`config.mk`:
```
export PLATFORM = sky130hd
export DESIGN_NAME = shift_deserializer
export DESIGN_NICKNAME = d
export VERILOG_FILES = /design/src/rtl/shift_deserializer.sv
export SDC_FILE = /design/constraint.sdc
export NUM_CORES = 1
export LEC_CHECK = 0
export CORE_MARGIN = 10
export CORE_UTILIZATION = 40
export DETAILED_ROUTE_END_ITERATION = 7
export PLACE_DENSITY = 0.68
export REMOVE_ABC_BUFFERS = 1
export SYNTH_ARGS = -nofsm -noshare
export SYNTH_HDL_FRONTEND = slang
export SYNTH_SLANG_ARGS = --single-unit
export TNS_END_PERCENT = 1
```
`constraint.sdc`:
```
create_clock -name clk -period 1.5 [get_ports clk]
set_input_delay 0.15 -clock clk [delete_from_list [all_inputs] [get_ports clk]]
set_output_delay 0.15 -clock clk [all_outputs]
set_load 0.05 [all_outputs]
```
`src/rtl/shift_deserializer.sv`:
```
// shift_deserializer: serial-to-parallel converter with a double-buffered
// output word, a valid/ready handshake and a sticky overflow flag.
// Bit order (MSB or LSB first) is latched with the first bit of each word.
// Optional feature: define SHIFT_DESER_PARITY_EN to expect one even-parity
// bit after the N data bits; parity_err then reports the parity check.
// Without it, a word is exactly N bits and parity_err is tied to 0.
module shift_deserializer #(
   parameter int N = 6
) (
   input  logic         clk,
   input  logic         reset,
   input  logic         sin,
   input  logic         sin_valid,
   input  logic         msb_first,
   output logic [N-1:0] word_out,
   output logic         word_valid,
   input  logic         word_ready,
   output logic         overflow,
   output logic         busy,
   output logic         parity_err
);

   localparam int CW = $clog2(N + 1);

`ifdef SHIFT_DESER_PARITY_EN
   typedef enum logic [1:0] {IDLE = 2'd0, DATA = 2'd1, PARITY = 2'd2} state_t;
`else
   typedef enum logic [0:0] {IDLE = 1'b0, DATA = 1'b1} state_t;
`endif

   state_t        r_state;
   state_t        w_state_nxt;
   logic [CW-1:0] r_cnt;
   logic [N-1:0]  r_shift;
   logic          r_msb;

   logic [N-1:0]  r_word;
   logic          r_wvalid;
   logic          r_ovf;

   logic          w_msb;
   logic [N-1:0]  w_shifted;
   logic          w_last_data;
   logic          w_shift_en;
   logic          w_done;
   logic [N-1:0]  w_done_word;

   // The first bit of a word uses the live msb_first; later bits use the
   // order captured with that first bit.
   assign w_msb       = (r_state == IDLE) ? msb_first : r_msb;
   assign w_shifted   = w_msb ? {r_shift[N-2:0], sin} : {sin, r_shift[N-1:1]};
   assign w_last_data = (r_cnt == CW'(N - 1));

`ifdef SHIFT_DESER_PARITY_EN
   logic w_done_perr;
   logic r_perr;

   // The parity bit is not shifted in; data stays put while it is awaited.
   assign w_shift_en  = sin_valid && (r_state != PARITY);
   // The word is already complete in the shift register when parity arrives.
   assign w_done_word = r_shift;
   assign parity_err  = r_perr;
`else
   assign w_shift_en  = sin_valid;
   // The last data bit completes the word, so hand off the shifted value.
   assign w_done_word = w_shifted;
   assign parity_err  = 1'b0;
`endif

   // FSM state register.
   always_ff @(posedge clk) begin
      if (reset) r_state <= IDLE;
      else       r_state <= w_state_nxt;
   end

   // Next-state logic and word-completion strobe.
   always_comb begin
      w_state_nxt = r_state;
      w_done      = 1'b0;
`ifdef SHIFT_DESER_PARITY_EN
      w_done_perr = 1'b0;
`endif
      case (r_state)
         IDLE: begin
            // N >= 2, so a first bit never completes a word on its own.
            if (sin_valid) w_state_nxt = DATA;
         end
         DATA: begin
            if (sin_valid && w_last_data) begin
`ifdef SHIFT_DESER_PARITY_EN
               w_state_nxt = PARITY;
`else
               w_state_nxt = IDLE;
               w_done      = 1'b1;
`endif
            end
         end
`ifdef SHIFT_DESER_PARITY_EN
         PARITY: begin
            if (sin_valid) begin
               w_state_nxt = IDLE;
               w_done      = 1'b1;
               // Even parity: XOR of data and parity bit is 0 for a good word.
               w_done_perr = (^r_shift) ^ sin;
            end
         end
`endif
         default: w_state_nxt = IDLE;
      endcase
   end

   // Shift register, bit counter and captured bit order; all hold on gaps.
   always_ff @(posedge clk) begin
      if (reset) begin
         r_shift <= '0;
         r_cnt   <= '0;
         r_msb   <= 1'b0;
      end else if (w_shift_en) begin
         if (r_state == IDLE) r_msb <= msb_first;
         r_shift <= w_shifted;
         r_cnt   <= w_last_data ? '0 : r_cnt + CW'(1);
      end
   end

   // Output holding register: load on completion if the slot is free or
   // being drained this edge, otherwise drop the word and flag overflow.
   always_ff @(posedge clk) begin
      if (reset) begin
         r_word   <= '0;
         r_wvalid <= 1'b0;
         r_ovf    <= 1'b0;
      end else if (w_done) begin
         if (!r_wvalid || word_ready) begin
            r_word   <= w_done_word;
            r_wvalid <= 1'b1;
         end else begin
            r_ovf    <= 1'b1;
         end
      end else if (r_wvalid && word_ready) begin
         r_wvalid <= 1'b0;
      end
   end

`ifdef SHIFT_DESER_PARITY_EN
   // Parity status travels with the word it describes.
   always_ff @(posedge clk) begin
      if (reset)                             r_perr <= 1'b0;
      else if (w_done && (!r_wvalid || word_ready)) r_perr <= w_done_perr;
   end
`endif

   assign word_out   = r_word;
   assign word_valid = r_wvalid;
   assign overflow   = r_ovf;
   assign busy       = (r_state != IDLE);

endmodule

```
# == Word level (Yosys, flattened, before mapping) ==
# Cells that the tools add are included.
# word_totals
ram_bits,0
output_inout_bits,10
register_bits,19
rom_bits,0
wordCells,31
mem_count,0
in_bits,6
latchBits,0
# classes
shift,0
n_div,0
addsub,1
n_mul,0
n_bitwise,2
n_reduce_logical,8
magnitude_cmp,0
n_eq_ne,2
n_mux,11
# op_table
cell,n
1-bit two-way mux,8
6-bit two-way mux,1
2-bit AND reduction,3
"3-bit by 1-bit adder with 3-bit output, second input constant",1
"3-bit == test, second input constant",1
3-bit two-way mux,1
1-bit logical AND,2
"2-bit by 1-bit inequality test with 1-bit output, second input constant",1
1-bit inverter,2
1-bit one-hot mux with 2 select lines,1
2-bit nonzero test,1
1-bit zero test,1
1-bit logical OR,1

# == Longest topological paths before layout ==
# Gate-level depths: netlist (run 1).
# depth
depth_word,6
mapped_depth,5
ltp_nobuf,3

# == Worst setup path before layout (run 1) ==
# Ideal clock, no wire load.
# synth_path
kind,flip-flop to flip-flop
start,"reg r_state, in the netlist busy"
end,reg r_shift[0]
period_less_slack_ns,1.659
stages_incl_launch_ff,4
t_arrival_ns,1.521
n_path_buf,0
required_ns,1.362
setup_time_ns,0.138
path_slack_ns,-0.159
path_cell_list,dfxtp_1 > mux2i_4 > mux2i_1 > a211oi_1
# synth_between
elab_chain_cells,2
# synth_lines
item,line_no,rtl
"start, declared",31,state_t r_state;
"start signal, assigned",73,else r_state <= w_state_nxt;
1-bit two-way mux,-,
6-bit two-way mux,51,"assign w_shifted = w_msb ? {r_shift[N-2:0], sin} : {sin, r_shift[N-1:1]};"
"end signal, assigned",120,r_shift <= w_shifted;
"end, declared",34,logic [N-1:0] r_shift;
# No other way between the ends.
# A chain may end at the register's enable or synchronous reset.

# == Worst setup path after layout (run 1) ==
# Ends and elaborated chain as after synthesis.

==> results.py, run 1 <==
metrics = {
    "logic_synthesis": {
        "synth.cell_area_um2": 840,
        "postSynthRegisterBits": 19,
        "synth.most_common_cell": "sky130_fd_sc_hd__dfxtp_1",
        "synth.largest_area_cell": "sky130_fd_sc_hd__dfxtp_1",
        "synth_warnings": 0,
        "synthTopCellsByArea": "sky130_fd_sc_hd__dfxtp_1 (45%), sky130_fd_sc_hd__a211oi_2 (8.9%), sky130_fd_sc_hd__mux2i_1 (8.3%)",
        "async_flop_share_pct": 0,
        "synth_commonest_cells": "sky130_fd_sc_hd__dfxtp_1 (19), sky130_fd_sc_hd__nor2_1 (10), sky130_fd_sc_hd__a211oi_1 (7), sky130_fd_sc_hd__mux2i_1 (7)",
        "synthFlopType": "sky130_fd_sc_hd__dfxtp_1",
        "synth_largest_type_area_fraction_pct": 45.3,
        "synthDistinctLibCells": 24,
        "synth_seq_area_share_pct": 45.3,
        "count_of_flip_flops_with_a_built_in_enable_after_synthesis": 0,
        "synthCells": 83,
        "syn-mean-instance-area_um2": 10.1,
    },
    "worst_setup_path": {
        "reg2reg_from": "busy",
        "worst_setup_path_startpoint": "busy",
        "crit_type": "reg2reg",
        "worst-endpoint-required_ns": 1.68,
        "timing.critical_path.to_type": "flip-flop",
        "worst-path-max-fanout": 6,
        "cp-start-kind": "flip-flop",
        "cp_data_arrival_time_ns": 1.59,
    },
    "grt": {
        "first_global_vias": 645,
        "initial_antenna_violation_count": 0,
        "grt_pass1_wl_um": 3030,
        "grt_max_degree": 20,
        "grt_use_total_pct": 8.53,
        "gr-total-overflow": 0,
    },
    "detailed_routing": {
        "drt_pass1_iterations": 3,
        "route.detailed.wl_per_inst_um": 13.5,
        "detail_route.drc_violations": 0,
        "drt_iter0_markers": 3,
        "wl_um": 1700,
        "drt-vias-per-instance": 5.01,
        "drtAntennaViolNets": 0,
        "num_vias": 631,
    },
    "final_layout": {
        "layout-area-overhead-vs-synth_pct": 22.1,
        "design.final.nets": 106,
        "postLayoutCoreUtil_pct": 51.7,
        "layout-drive-gt1-share_pct": 28.3,
        "layout.area.seq_um2": 380,
        "antenna-diode-count": 0,
        "total_area_of_multi_input_combinational_cells_um2": 398,
        "n_fill_cell": 180,
    },
    "floorplan": {
        "core_area_mm2": 0.00198,
        "start_util_pct": 42.4,
        "floorplan.die_area_mm2": 0.00433,
        "dieHeight_um": 65.8,
        "die_x_um": 65.8,
        "num_ports": 16,
        "num_rows": 16,
    },
    "clocking": {
        "cts_num_sinks": 19,
        "post-cts-setup-buffers": 0,
        "htree_num_levels": 1,
        "ctsHoldBuffers": 0,
        "cts_tree": "built",
        "clk_latency_ns": 0.29,
        "worst_setup_hold_path_clk_slew_ns": 0.10,
        "cts-resized-gates": 0,
        "ctsLongestPathBuffers": 2,
        "cts-root-buf": "sky130_fd_sc_hd__clkbuf_4",
        "cts_buffers": 3,
    },
    "timing": {
        "clock_skew_ns": 0.00437,
        "timing.final.hold_violations": 0,
        "timing_max_transition_violations_final": 0,
        "final.min_clock_period_ns": 1.41,
        "finalSetupTns_ns": 0,
        "setup_viol": 0,
        "rsz0062_at_grt": "no",
        "final_clock_period_utilization_by_the_worst_path_pct": 93.9,
        "fmaxAchievable_mhz": 710,
        "final_critical_path_setup_slack_ns": 0.0909,
    },
    "hold_path": {
        "holdCritStartpoint": "r_cnt[2]",
        "holdCritPathClass": "reg2reg",
    },
    "placement": {
        "dpl.hpwl_um": 1320,
        "routabilityCongestion": 0.820,
        "numPortBuffers": 14,
        "detailedPlace.worstSlack_ns": -0.0359,
    },
    "pwr": {
        "leakage_dissipation_nw": 0.401,
        "vdd.ir_drop.worst_v": 0.000832,
        "cell_pwr_density_mw_per_mm2": 906,
        "report.power.total_mw": 0.928,
    },
    "outcome": {
        "outcome": "finished clean",
    },
    "run": {
        "cap_violations": 0,
    },
}
[metrics by stage]
| stage | area (um^2) | hold slack, ns | instances |
|---|---|---|---|
| floorplan | 782 | 0.215 | 74 |
| global placement | 998 | 0.463 | 122 |
| detailed placement | 998 | 0.472 | 122 |
| CTS | 1020 | 0.487 | 126 |
| global route | 1020 | 0.523 | 126 |
| finish | 1020 | 0.484 | 126 |
[path summary, 6_finish.rpt]
path,end,slack [ns],depth (start not counted)
worst min-delay path,r_cnt[2],0.48,2
worst max-delay path,r_shift[0],0.09,3
worst max register to register,r_shift[0],0.09,3
worst min register to register,r_cnt[2],0.48,2
[state kept, by name, indices dropped and copies added (netlist names)]
| signal | cells |
|---|---|
| overflow | 1 |
| busy | 1 |
| r_cnt | 3 |
| word_out | 6 |
| r_shift | 6 |
| word_valid | 1 |
| r_msb | 1 |
[routing by layer]
layer | vias up | part of all wire [%] | track usage [%]
li1 | 329 | - | -
met1 | 291 | 42 | 9.66
met2 | 9 | 51 | 14.1
met3 | 2 | 4.4 | 3.22
met4 | 0 | 1.8 | 3.21
met5 | - | 0 | 0
[area by class of cell]
| type | count | share of cell area, % |
|---|---|---|
| multi-input cells | 54 | 38.8 |
| flip-flops and latches | 19 | 37.1 |
| repair buffers | 21 | 17.8 |
| well taps | 27 | 3.30 |
| clock buffers | 4 | 2.56 |
| inverters | 1 | 0.366 |
[report_power, final]
| group | leakage (nW) | switching (mW) | total (mW) | internal, mW |
|---|---|---|---|---|
| clock network | 0.0150 | 0.149 | 0.252 | 0.103 |
| logic | 0.231 | 0.0710 | 0.134 | 0.0634 |
| registers | 0.155 | 0.0168 | 0.542 | 0.525 |
| total | 0.401 | 0.237 | 0.928 | 0.691 |
[layout by cell type (no fill, tap or decap), types with 3 or more instances in the layout]
master | netlist | routed
sky130_fd_sc_hd__a31oi_1 | 6 | 6
sky130_fd_sc_hd__a211oi_1 | 7 | 7
sky130_fd_sc_hd__mux2i_1 | 7 | 7
sky130_fd_sc_hd__dfxtp_1 | 19 | 19
sky130_fd_sc_hd__clkdlybuf4s50_1 | 0 | 5
sky130_fd_sc_hd__nand2_1 | 4 | 4
sky130_fd_sc_hd__nor2_1 | 10 | 10
sky130_fd_sc_hd__a211oi_2 | 6 | 6
sky130_fd_sc_hd__buf_4 | 1 | 15
sky130_fd_sc_hd__a21oi_1 | 3 | 3
sky130_fd_sc_hd__clkbuf_4 | 0 | 3
[worst max-delay path, stage by stage, from the launching register on]
cell	delay (ns)
sky130_fd_sc_hd__dfxtp_1	0.43
sky130_fd_sc_hd__mux2i_4	0.39
sky130_fd_sc_hd__mux2i_1	0.34
sky130_fd_sc_hd__a211oi_1	0.13
[logic make-up after synthesis]
group | after synthesis | share of synthesized area, %
multiplexers | 8 | 11.0
buffers and inverters | 10 | 7.30
flip-flops | 19 | 45.3
other | 1 | 0.447
AND/OR/NAND/NOR | 21 | 12.4
XOR/XNOR | 1 | 1.04
AO/OA/AOI/OAI | 23 | 22.5
Power figures use the tool's default switching activity.
==> run 2: changes to the inputs <==
GPL_ROUTABILITY_DRIVEN = 0   (was unset)
==> results of run 2 <==
No change in the layout: final DEF, timing and power equal those of run 1.
==> run 3: changes to the inputs <==
GPL_ROUTABILITY_DRIVEN = unset   (was 0)
SKIP_LAST_GASP = 1   (was unset)
==> results of run 3 <==
No change in the layout: final DEF, timing and power equal those of run 1.
